`src/rtl/xgmii_pkg.sv`:
```
// Shared XGMII characters, framer state encoding and CRC-32 constants for the
// transmit framer and its CRC helper.
package xgmii_pkg;

  localparam logic [7:0] CH_IDLE     = 8'h07;
  localparam logic [7:0] CH_START    = 8'hFB;
  localparam logic [7:0] CH_TERM     = 8'hFD;
  localparam logic [7:0] CH_ERROR    = 8'hFE;
  localparam logic [7:0] CH_PREAMBLE = 8'h55;
  localparam logic [7:0] CH_SFD      = 8'hD5;

  localparam logic [63:0] IDLE_WORD  = {8{CH_IDLE}};
  localparam logic [63:0] ERROR_WORD = {8{CH_ERROR}};
  localparam logic [63:0] START_WORD = {CH_SFD, {6{CH_PREAMBLE}}, CH_START};

  typedef enum logic [2:0] {
    S_IDLE,
    S_PREAMBLE,
    S_DATA,
    S_TAIL,
    S_DROP,
    S_IFG
  } state_t;

  // Reflected IEEE 802.3 polynomial, processed LSB first.
  localparam logic [31:0] CRC_POLY = 32'hEDB88320;
  localparam logic [31:0] CRC_INIT = 32'hFFFFFFFF;

  // Final-word byte count: 0 encodes a full 8-byte word.
  function automatic logic [3:0] byte_count(input logic [2:0] b);
    return (b == 3'd0) ? 4'd8 : {1'b0, b};
  endfunction

endpackage

```
`src/rtl/crc32_d64.sv`:
```
// Combinational CRC-32 update over the first nbytes lanes (0 means 8) of a
// 64-bit word, lane 0 first, bits LSB first.
module crc32_d64
  import xgmii_pkg::*;
(
  input  logic [31:0] crc_in,
  input  logic [63:0] data,
  input  logic [2:0]  nbytes,
  output logic [31:0] crc_out
);

  logic [3:0]  n;
  logic [31:0] c;
  logic        fb;

  // NOTE: every variable gets a default before the loops so no latch is inferred.
  always_comb begin
    n  = byte_count(nbytes);
    c  = crc_in;
    fb = 1'b0;
    for (int k = 0; k < 8; k++) begin
      if (k < int'(n)) begin
        for (int i = 0; i < 8; i++) begin
          fb = c[0] ^ data[8*k+i];
          c  = {1'b0, c[31:1]} ^ (fb ? CRC_POLY : 32'h0);
        end
      end
    end
    crc_out = c;
  end

endmodule

```
`src/rtl/xgmii_tx_framer.sv`:
```
// Packet stream to 64-bit XGMII transmit framer with underrun signalling.
// Define XGMII_TX_FCS_EN to append a CRC-32 FCS to every frame.
module xgmii_tx_framer
  import xgmii_pkg::*;
#(
  parameter int IFG_WORDS = 2
) (
  input  logic        usrclk,
  input  logic        reset,
  input  logic [63:0] tx_data,
  input  logic        tx_valid,
  input  logic        tx_last,
  input  logic [2:0]  tx_bytes,
  output logic        tx_ready,
  output logic [63:0] xgmii_txd,
  output logic [7:0]  xgmii_txc,
  output logic        tx_underrun,
  output logic [31:0] frame_count
);

  state_t       state;
  logic [3:0]   ifg_cnt;
  logic [63:0]  tail_d;
  logic [7:0]   tail_c;
  logic [3:0]   n_last;
  logic [4:0]   term_pos;
  logic [127:0] data_ext;
  logic [127:0] fin_d;
  logic [15:0]  fin_c;

  assign tx_ready = (state == S_DATA) || (state == S_DROP);
  assign n_last   = byte_count(tx_bytes);
  assign data_ext = {64'h0, tx_data};

`ifdef XGMII_TX_FCS_EN
  logic [31:0] crc_q;
  logic [31:0] crc_next;
  logic [31:0] fcs;
  logic [1:0]  fcs_sel;

  crc32_d64 u_crc (
    .crc_in  (crc_q),
    .data    (tx_data),
    .nbytes  (tx_last ? tx_bytes : 3'd0),
    .crc_out (crc_next)
  );

  assign fcs      = ~crc_next;
  assign term_pos = {1'b0, n_last} + 5'd4;
`else
  assign term_pos = {1'b0, n_last};
`endif

  // Final word and its overflow laid out as one 16-lane stream: payload,
  // FCS, Terminate, Idle. Lanes 8..15 feed the TAIL word when needed.
  always_comb begin
    fin_d = {2{IDLE_WORD}};
    fin_c = '1;
`ifdef XGMII_TX_FCS_EN
    fcs_sel = 2'd0;
`endif
    for (int k = 0; k < 16; k++) begin
      fin_c[k] = (k >= int'(term_pos));
      if (k < int'(n_last)) begin
        fin_d[8*k +: 8] = data_ext[8*k +: 8];
      end
`ifdef XGMII_TX_FCS_EN
      else if (k < int'(term_pos)) begin
        fcs_sel         = 2'(k - int'(n_last));
        fin_d[8*k +: 8] = fcs[8*fcs_sel +: 8];
      end
`endif
      else if (k == int'(term_pos)) begin
        fin_d[8*k +: 8] = CH_TERM;
      end
    end
  end

  // NOTE: all sequential state uses non-blocking assignments.
  always_ff @(posedge usrclk or posedge reset) begin
    if (reset) begin
      state       <= S_IDLE;
      xgmii_txd   <= IDLE_WORD;
      xgmii_txc   <= 8'hFF;
      tx_underrun <= 1'b0;
      frame_count <= 32'd0;
      ifg_cnt     <= 4'd0;
      tail_d      <= IDLE_WORD;
      tail_c      <= 8'hFF;
`ifdef XGMII_TX_FCS_EN
      crc_q       <= CRC_INIT;
`endif
    end else begin
      tx_underrun <= 1'b0;
      case (state)
        // The preamble word is issued on the IDLE exit so the first payload
        // word is accepted while Start is on the wire.
        S_IDLE, S_PREAMBLE: begin
          if (tx_valid || state == S_PREAMBLE) begin
            xgmii_txd <= START_WORD;
            xgmii_txc <= 8'h01;
            state     <= S_DATA;
`ifdef XGMII_TX_FCS_EN
            crc_q     <= CRC_INIT;
`endif
          end else begin
            xgmii_txd <= IDLE_WORD;
            xgmii_txc <= 8'hFF;
          end
        end
        S_DATA: begin
          if (!tx_valid) begin
            xgmii_txd   <= ERROR_WORD;
            xgmii_txc   <= 8'hFF;
            tx_underrun <= 1'b1;
            state       <= S_DROP;
          end else if (tx_last) begin
            xgmii_txd <= fin_d[63:0];
            xgmii_txc <= fin_c[7:0];
            tail_d    <= fin_d[127:64];
            tail_c    <= fin_c[15:8];
            if (term_pos < 5'd8) begin
              frame_count <= frame_count + 32'd1;
              ifg_cnt     <= 4'(IFG_WORDS - 1);
              state       <= S_IFG;
            end else begin
              state <= S_TAIL;
            end
          end else begin
            xgmii_txd <= tx_data;
            xgmii_txc <= 8'h00;
          end
`ifdef XGMII_TX_FCS_EN
          if (tx_valid) crc_q <= crc_next;
`endif
        end
        S_TAIL: begin
          xgmii_txd   <= tail_d;
          xgmii_txc   <= tail_c;
          frame_count <= frame_count + 32'd1;
          ifg_cnt     <= 4'(IFG_WORDS - 1);
          state       <= S_IFG;
        end
        S_DROP: begin
          xgmii_txd <= ERROR_WORD;
          xgmii_txc <= 8'hFF;
          if (tx_valid && tx_last) begin
            ifg_cnt <= 4'(IFG_WORDS - 1);
            state   <= S_IFG;
          end
        end
        S_IFG: begin
          xgmii_txd <= IDLE_WORD;
          xgmii_txc <= 8'hFF;
          if (ifg_cnt == 4'd0) state <= S_IDLE;
          else ifg_cnt <= ifg_cnt - 4'd1;
        end
        default: begin
          xgmii_txd <= IDLE_WORD;
          xgmii_txc <= 8'hFF;
          state     <= S_IDLE;
        end
      endcase
    end
  end

endmodule

```
`config.mk`:
```
export PLATFORM = sky130hd
export DESIGN_NAME = xgmii_tx_framer
export DESIGN_NICKNAME = d
export VERILOG_FILES = /design/src/rtl/xgmii_pkg.sv /design/src/rtl/crc32_d64.sv /design/src/rtl/xgmii_tx_framer.sv
export SDC_FILE = /design/constraint.sdc
export NUM_CORES = 1
export LEC_CHECK = 0
export BUFFER_PORTS_ARGS = -buffer_cell sky130_fd_sc_hd__buf_2
export CAP_MARGIN = 20
export CELL_PAD_IN_SITES_DETAIL_PLACEMENT = 1
export CELL_PAD_IN_SITES_GLOBAL_PLACEMENT = 2
export CORE_MARGIN = 2
export CORE_UTILIZATION = 32
export CTS_CLUSTER_SIZE = 16
export DETAILED_ROUTE_END_ITERATION = 7
export PLACE_DENSITY_LB_ADDON = 0.1
export SLEW_MARGIN = 20
export SYNTH_ARGS = -nofsm -noshare
export SYNTH_HDL_FRONTEND = slang
export SYNTH_SLANG_ARGS = --single-unit
```
`constraint.sdc`:
```
create_clock -name usrclk -period 5.2 [get_ports usrclk]
set_input_delay 0.52 -clock usrclk [delete_from_list [all_inputs] [get_ports usrclk]]
set_output_delay 0.52 -clock usrclk [all_outputs]
set_load 0.02 [all_outputs]
```
==> results.toml, run 1 <==
[worst_setup_path]
worst_setup_path_end_kind = "flip-flop"
cp-start-kind = "flip-flop"
rrSetupSlack_ns = 2.25
cp_slowest_stage_delay_ns = 0.79
criticalPathCategory = "reg -> reg"
crit_path_max_fanout = 29
r2r_cells = 4
r2r-end = "tail_d[1]"
arrival_ns = 3.29
cpMaxStageDelayCell = "dfrtp_1"
reg2reg_from = "state[1]"
crit_chain = "nand2_1, nor3_2, nand2_2, mux2_2"
cp_data_required_time_ns = 5.54

[synth]
netlist_area_um2 = 6090
syn_inst = 577
synth_top_cell_area_share = 0.361
synth_seq_area_share = 0.586
synth_top_cell_by_area = "dfrtp_1"
synth_cell_type_count = 58
ys_ff_latch = 140
synth-edff-count = 0
yosysWarnings = 0
yosys-top-cells-area = "dfrtp_1 (36%), dfstp_2 (22%), o21ai_0 (5.3%)"
ys.flop_type = "dfrtp_1"
async_reset_ff_frac = 1.00
synth.most_common_cell = "dfrtp_1"
syn_avg_cell_area_um2 = 10.6
synthTopCellsByCount = "dfrtp_1 (88), o21ai_0 (64), nand2_1 (57), dfstp_2 (52), a21oi_1 (48)"
syn-num-nets = 650

[layout]
multi_input_area_um2 = 2350
fill_cells = 2121
area_growth_pct = 27.6
layout-drive-gt1-share = 0.374
nNetsFinal = 820
antenna_cells = 0
stdcell_area_um2 = 7780
seq_area_um2 = 3570

[floorplan]
die_h_um = 142
start_util = 0.326
placementRows = 50
core_area_um2 = 18700
die_w_um = 142
ioPinCount = 177
dieArea_um2 = 20200

[routing]
drt_iter0_markers = 183
totalWireLength_um = 18700
drc = 0
num_vias = 4960
wl_per_cell_um = 18.8
drt_pass1_iterations = 4
viasPerCell = 4.99
postRouteAntennaNets = 0

[grt]
grt_first_pass_wirelength_um = 29600
grt_pass1_vias = 5286
grt_antenna_before_repair = 2
overflow = 0
grt_max_degree = 100
track_usage = 0.190

[placement]
io_buffers = 176
place.gp.congestion = 0.785
dpl_cell_area_um2 = 7180
dp_hpwl_um = 13300

[timing]
rsz0062_at_grt = "false"
setup_viol = 0
fin_crit_ns = 2.95
relSlewSlack = 0.337
skew_ns = 0.0138
finalHoldViolations = 0
worst_slew_pin_slew_ns = 0.991
final-max-slew-violation-count = 0
setup_tns_ns = 0
fin_crit_sh = 0.568
fmax_mhz = 339
holdWs_ns = 0.302

[power_and_ir_drop]
p_per_area_nw_per_um2 = 575
total_power_uw = 4470
leakage_uw = 0.00363
ir_drop_mv = 0.273

[run]
cap_violations = 0

[hold_path]
hold_path.class = "in -> async"

[cts]
cts_root_buf = "clkbuf_16"
cts_buffers = 17
insertion_delay_ns = 0.42
cts_buffer_depth = 2
ctsResizeCount = 0
hold_buffers = 0
ctsHtreeMaxLevel = 4
numClockSinks = 140
postCtsSetupBuffers = 0
clk_pin_slew_ns = 0.06
cts_tree = "built"

[status]
run_status = "finished clean"
metal layers:
layer  routed length, um  track usage  vias up
met1                8320        0.251     2478
li1                    -            -     2336
met2                9310        0.320      134
met4                 140       0.0521        2
met5                  14            0        -
met3                 890       0.0384       10
logic make-up after synthesis:
logic type | share of synthesized area
fa+ha+maj | 0.00411
simple gates | 0.174
buf+inv | 0.0292
xor+xnor | 0.0474
mux | 0.00370
flops | 0.586
compound gates | 0.156
where the power goes:
| part | leakage (uW) | internal (uW) | switching (uW) |
|---|---|---|---|
| Combinational | 0.00166 | 500 | 1000 |
| Clock | 0.000298 | 732 | 476 |
| Sequential | 0.00167 | 1580 | 186 |
sequential cells by signal, indices dropped and copies added (netlist names):
signal	cells
ifg_cnt	4
xgmii_txd	64
tail_c	7
tx_underrun	1
frame_count	32
state	3
xgmii_txc	8
tail_d	21
stage by stage:
stage	std cells	util	worst slack, ns
after floorplan	577	-	1.01
after global placement	962	0.384	1.94
after detailed placement	962	0.384	1.80
after CTS	994	0.416	1.87
after global routing	994	0.416	2.02
final	994	0.416	2.25
placed cells by master (no fill, tap or decap), drive strengths merged, types with 3 or more instances in the layout:
master and n:
buf 180, dfrtp 88, o21ai 64, nand2 57, dfstp 52, a21oi 48, nor2 35, nand2b 24
clkbuf 21, nand3 20, xnor2 17, inv 17, xor2 16, nor3 14, and2 11, nor2b 9
a21o 8, clkinv 7, nand4 6, and3 4, a211o 4, o32ai 4, o31ai 4, or3 4
a21boi 3, o22ai 3, nand3b 3, a31oi 3, o21a 3, nor4 3
cell type report:
type | instances | area share
inverter | 14 | 0.00740
multi-input combinational | 394 | 0.302
sequential | 140 | 0.459
tap | 234 | 0.0377
clock inverter | 11 | 0.0134
clock buffer | 21 | 0.0634
timing repair buffer | 180 | 0.117
critical path: cells and delay by family, from the launching register on:
family,cells,cell delay [ns]
and+or+nand+nor,3,1.65
DFF,1,0.79
muxes,1,0.44
how the worst max path moves through the flow:
stage              from              to  slack, ns  cells past startpoint
2_1_floorplan     reset  frame_count[0]       1.01                      1
3_3_place_gp   tx_valid       tail_d[1]       1.94                      5
3_5_place_dp   tx_valid       tail_d[1]       1.80                      5
4_1_cts        state[1]       tail_d[1]       1.87                      4
5_1_grt        state[1]       tail_d[1]       2.02                      4
6_report       state[1]       tail_d[1]       2.25                      4
Power figures use the tool's default switching activity.
==> run 2, diff against run 1 <==
- ABC_AREA: default -> 1
- CORE_UTILIZATION: 32 -> 30
- clock period: 5.2 -> 3.1 ns (I/O delays scaled with it)
==> results.toml, run 2 <==
[cts]
hold_buffers = 0
clk_pin_slew_ns = 0.06
numClockSinks = 140
ctsResizeCount = 0
ctsHtreeMaxLevel = 4
cts_buffer_depth = 2
cts_root_buf = "clkbuf_16"
cts_tree = "built"
postCtsSetupBuffers = 0
insertion_delay_ns = 0.43
cts_buffers = 17

[floorplan]
die_h_um = 152
placementRows = 54
start_util = 0.303
core_area_um2 = 21700
ioPinCount = 177
dieArea_um2 = 23100
die_w_um = 152

[worst_setup_path]
crit_chain = "inv_2, nor3_4, inv_2, nand2_1, buf_2"
worst_setup_path_end_kind = "primary output"
path_buf_inv = 3
crit_path_max_fanout = 14
cp_slowest_stage_delay_ns = 0.68
cpMaxStageDelayCell = "dfrtp_1"
cp_data_required_time_ns = 2.79
arrival_ns = 2.15
crit_top_cell = "inv_2"
cp-start-kind = "flip-flop"
criticalPathCategory = "reg -> out"
cpLargestDelayFamily = "flip-flops"

[timing]
fin_crit_sh = 0.794
relSlewSlack = 0.440
setup_tns_ns = 0
setup_viol = 0
final-max-slew-violation-count = 0
fin_crit_ns = 2.46
finalHoldViolations = 0
setup_slack_ns = 0.638
worst_slew_pin_slew_ns = 0.840
rsz0062_at_grt = "false"
fmax_mhz = 406
skew_ns = 0.0112

[layout]
top_regs = "xgmii_txd (64), frame_count (32), tail_d (21)"
largest_register_ffs = 64
layout.cells.most_common = "nand2_1"
top_register = "xgmii_txd"
fill_cells = 2651
nNetsFinal = 1070
area_growth_pct = 27.6
antenna_cells = 0
layout-drive-gt1-share = 0.298
mostFrequentLayoutCells = "nand2_1 (276), buf_2 (176), dfrtp_1 (88), nor2_1 (86), inv_1 (71)"

[synth]
synth_top_cell_area_share = 0.335
synth-edff-count = 0
syn_inst = 808
synth_top_cell_by_area = "dfrtp_1"
async_reset_ff_frac = 1.00
synthTopCellsByCount = "nand2_1 (276), dfrtp_1 (88), nor2_1 (86), inv_1 (72), dfstp_2 (52)"
synth_seq_area_share = 0.543
synth.most_common_cell = "nand2_1"
ys.flop_type = "dfrtp_1"
syn_avg_cell_area_um2 = 8.13
syn-num-nets = 881
synth_cell_type_count = 36
ys_ff_latch = 140
yosys-top-cells-area = "dfrtp_1 (34%), dfstp_2 (21%), nand2_1 (16%)"
netlist_area_um2 = 6570
yosysWarnings = 0

[placement]
dp_hpwl_um = 16700
io_buffers = 176
place.gp.congestion = 0.775
dp_slack_ns = 0.865

[grt]
overflow = 0
grt_max_degree = 141
grt_pass1_vias = 6419
track_usage = 0.202
grt_antenna_before_repair = 0
grt_first_pass_wirelength_um = 36500

[routing]
drt_iter0_markers = 208
drc = 0
drt_pass1_iterations = 4
postRouteAntennaNets = 0
wl_per_cell_um = 17.7
totalWireLength_um = 22800
viasPerCell = 4.67
num_vias = 6022

[hold_path]
hold_path.class = "in -> async"

[power_and_ir_drop]
p_per_area_nw_per_um2 = 957
p_int_uw = 4720
p_clk_frac = 0.244
p_switching_uw = 3310
p_comb_frac = 0.389
leakage_uw = 0.00417
ir_drop_mv = 0.419
power_frac_seq = 0.368
p_sw_frac = 0.412

[status]
run_status = "finished clean"

[run]
cap_violations = 0
==> run 2: changes by cell type after synthesis, sizes merged, moves of 13 or more <==
cell / change
nand2b: -24
nand2: +220
inv: +63
nand3: +20
nor2: +55
or2: +13
a21oi: -17
==> run 2: cell type report <==
cell class                 instances  area [um2]  share of cell area
clock buffer                      20         467              0.0556
clock inverter                    12        85.1              0.0101
multi-input combinational        570        2620               0.313
inverter                          78         297              0.0354
tap                              280         350              0.0418
timing repair buffer             190         998               0.119
sequential                       140        3570               0.425
==> run 2: worst paths after layout <==
kind                                  start       endpoint  slack [ns]  depth (start not counted)
worst max-delay path               state[2]       tx_ready        0.64                          5
worst min-delay path                  reset  xgmii_txd[47]        0.06                          3
worst max register to register     state[2]     ifg_cnt[3]        1.05                          7
worst min register to register   tail_d[17]     tail_d[17]        0.47                          2
max in group asynchronous             reset  xgmii_txd[63]        2.37                          3
min in group usrclk             tx_data[58]  xgmii_txd[58]        0.08                          3
==> run 2: routing by layer <==
| layer | global-route usage | vias to the layer above | wire length, um |
|---|---|---|---|
| met5 | 0 | - | 0 |
| met4 | 0.0521 | 0 | 226 |
| met3 | 0.0311 | 15 | 671 |
| met2 | 0.321 | 125 | 10700 |
| met1 | 0.288 | 2937 | 11200 |
| li1 | - | 2945 | - |
==> run 2: cell families (layout without fill, tap and decap cells) <==
family	count (synthesis)	in the layout	share of synthesized area
flip-flops	140	140	0.543
buffers and inverters	98	300	0.0592
AO/OA/AOI/OAI	113	113	0.0954
AND/OR/NAND/NOR	438	438	0.276
adder cells (fa/ha/maj)	2	2	0.00381
XOR/XNOR	17	17	0.0227
==> run 2: tightest hold or removal path, delay by kind of cell <==
kind,cells,cell delay [ns]
buf+inv,3,0.67
==> run 2: stage by stage <==
stage	total power, uW	utilization	area [um2]	hold WS (ns)	instances
2_1_floorplan	4950	-	6580	0.420	808
3_3_place_gp	6110	0.361	7830	0.452	1258
3_5_place_dp	6140	0.361	7830	0.454	1258
4_1_cts	8120	0.386	8380	0.0713	1290
5_1_grt	8560	0.387	8390	0.0867	1290
6_report	8020	0.387	8390	0.0595	1290
==> run 2: power by group through the flow <==
| stage | clock (uW) | sequential, uW | combinational, uW |
|---|---|---|---|
| after floorplan | 0 | 3530 | 1410 |
| after global placement | 0 | 2980 | 3130 |
| after detailed placement | 0 | 2980 | 3150 |
| after CTS | 1990 | 2960 | 3170 |
| after global routing | 2080 | 3040 | 3450 |
| final | 1960 | 2950 | 3120 |
==> run 3, diff against run 2 <==
- CORE_UTILIZATION: 30 -> 27
- clock period: 3.1 -> 2.23 ns (I/O delays scaled with it)
==> results.toml, run 3 (synthesized netlist as in run 2, its figures left out) <==
[cts]
postCtsSetupBuffers = 0
cts_root_buf = "clkbuf_16"
clk_pin_slew_ns = 0.06
cts_tree = "built"
ctsHtreeMaxLevel = 4
numClockSinks = 140
ctsResizeCount = 0
cts_buffer_depth = 2
hold_buffers = 2
cts_buffers = 17
insertion_delay_ns = 0.43

[power_and_ir_drop]
total_power_uw = 11100
p_comb_frac = 0.393
power_frac_seq = 0.369
leakage_uw = 0.00423
p_sw_frac = 0.413
p_per_area_nw_per_um2 = 1300
p_switching_uw = 4580
p_clk_frac = 0.238
p_int_uw = 6500
ir_drop_mv = 0.600

[hold_path]
hold_path.class = "in -> reg"

[run]
cap_violations = 0

[layout]
layout.cells.most_common = "nand2_1"
fill_cells = 3022
largest_register_ffs = 64
antenna_cells = 0
top_register = "xgmii_txd"
final_cells = 1346
top_regs = "xgmii_txd (64), frame_count (32), tail_d (21)"
layout-drive-gt1-share = 0.304
mostFrequentLayoutCells = "nand2_1 (276), buf_2 (176), dfrtp_1 (88), nor2_1 (86), inv_1 (71)"
nNetsFinal = 1082
area_growth_pct = 29.8

[floorplan]
die_w_um = 160
placementRows = 57
dieArea_um2 = 25600
ioPinCount = 177
die_h_um = 160
start_util = 0.273
core_area_um2 = 24100

[timing]
holdWs_ns = 0.0136
setup_viol = 0
final-max-slew-violation-count = 0
setup_tns_ns = 0
relSlewSlack = 0.576
setup_slack_ns = 0.145
finalHoldViolations = 0
skew_ns = 0.0127
rsz0062_at_grt = "false"
fmax_mhz = 480
fin_crit_ns = 2.08
fin_crit_sh = 0.935
worst_slew_pin_slew_ns = 0.635

[routing]
wl_per_cell_um = 17.5
num_vias = 6071
drt_pass1_iterations = 4
totalWireLength_um = 23500
viasPerCell = 4.51
drt_iter0_markers = 226
drc = 0
postRouteAntennaNets = 0

[worst_setup_path]
arrival_ns = 1.86
criticalPathCategory = "reg -> out"
cp_data_required_time_ns = 2.01
worst_setup_path_end_kind = "primary output"
cp-start-kind = "flip-flop"
crit_path_max_fanout = 10

[placement]
post-place-cells = 1312
dp_hpwl_um = 17600
place.gp.congestion = 0.764
io_buffers = 176
dp_slack_ns = 0.350

[grt]
grt_antenna_before_repair = 0
overflow = 0
track_usage = 0.191
grt_first_pass_wirelength_um = 37400
grt_pass1_vias = 6527
grt_max_degree = 42

[status]
run_status = "finished clean"
## run 3: cell type report
type                       count  area (um2)  area share
tap                          324         405      0.0475
clock buffer                  19         433      0.0508
sequential                   140        3570       0.418
multi-input combinational    570        2610       0.307
clock inverter                13        91.3      0.0107
inverter                      78         297      0.0348
timing repair buffer         202        1120       0.131
## run 3: power by group through the flow
stage	combinational [uW]	clock, uW	sequential, uW
detailed placement	4440	0	4120
global placement	4420	0	4140
floorplan	1960	0	4910
finish	4350	2630	4090
global route	4830	2820	4200
CTS	4460	2700	4110
## run 3: path summary, 6_finish.rpt
path	from	to	slack (ns)	depth (start not counted)
setup / recovery	state[0]	tx_ready	0.15	4
hold / removal	tx_data[13]	xgmii_txd[13]	0.01	3
setup reg to reg	state[0]	ifg_cnt[3]	0.47	6
hold reg to reg	tail_d[57]	tail_d[57]	0.47	2
max in group asynchronous	reset	xgmii_txd[57]	1.10	4
min in group asynchronous	reset	xgmii_txd[11]	0.43	3
## run 3: stage by stage
step	util	cell area, um2
final	0.354	8530
after floorplan	-	6580
after global placement	0.331	7980
after detailed placement	0.331	7980
after CTS	0.354	8530
after global routing	0.354	8530
## run 3: critical path: stages (launching register included)
cell and delay (ns):
dfrtp_1 0.48, nor3_4 0.56, inv_2 0.10, nand2_1 0.10
buf_2 0.19
## run 3: routing by layer
| layer | global-route usage | up-vias | wire (um) |
|---|---|---|---|
| met5 | 0 | - | 0 |
| met4 | 0.0520 | 0 | 341 |
| met3 | 0.0353 | 22 | 890 |
| met2 | 0.319 | 130 | 11400 |
| met1 | 0.254 | 2952 | 10900 |
| li1 | - | 2967 | - |
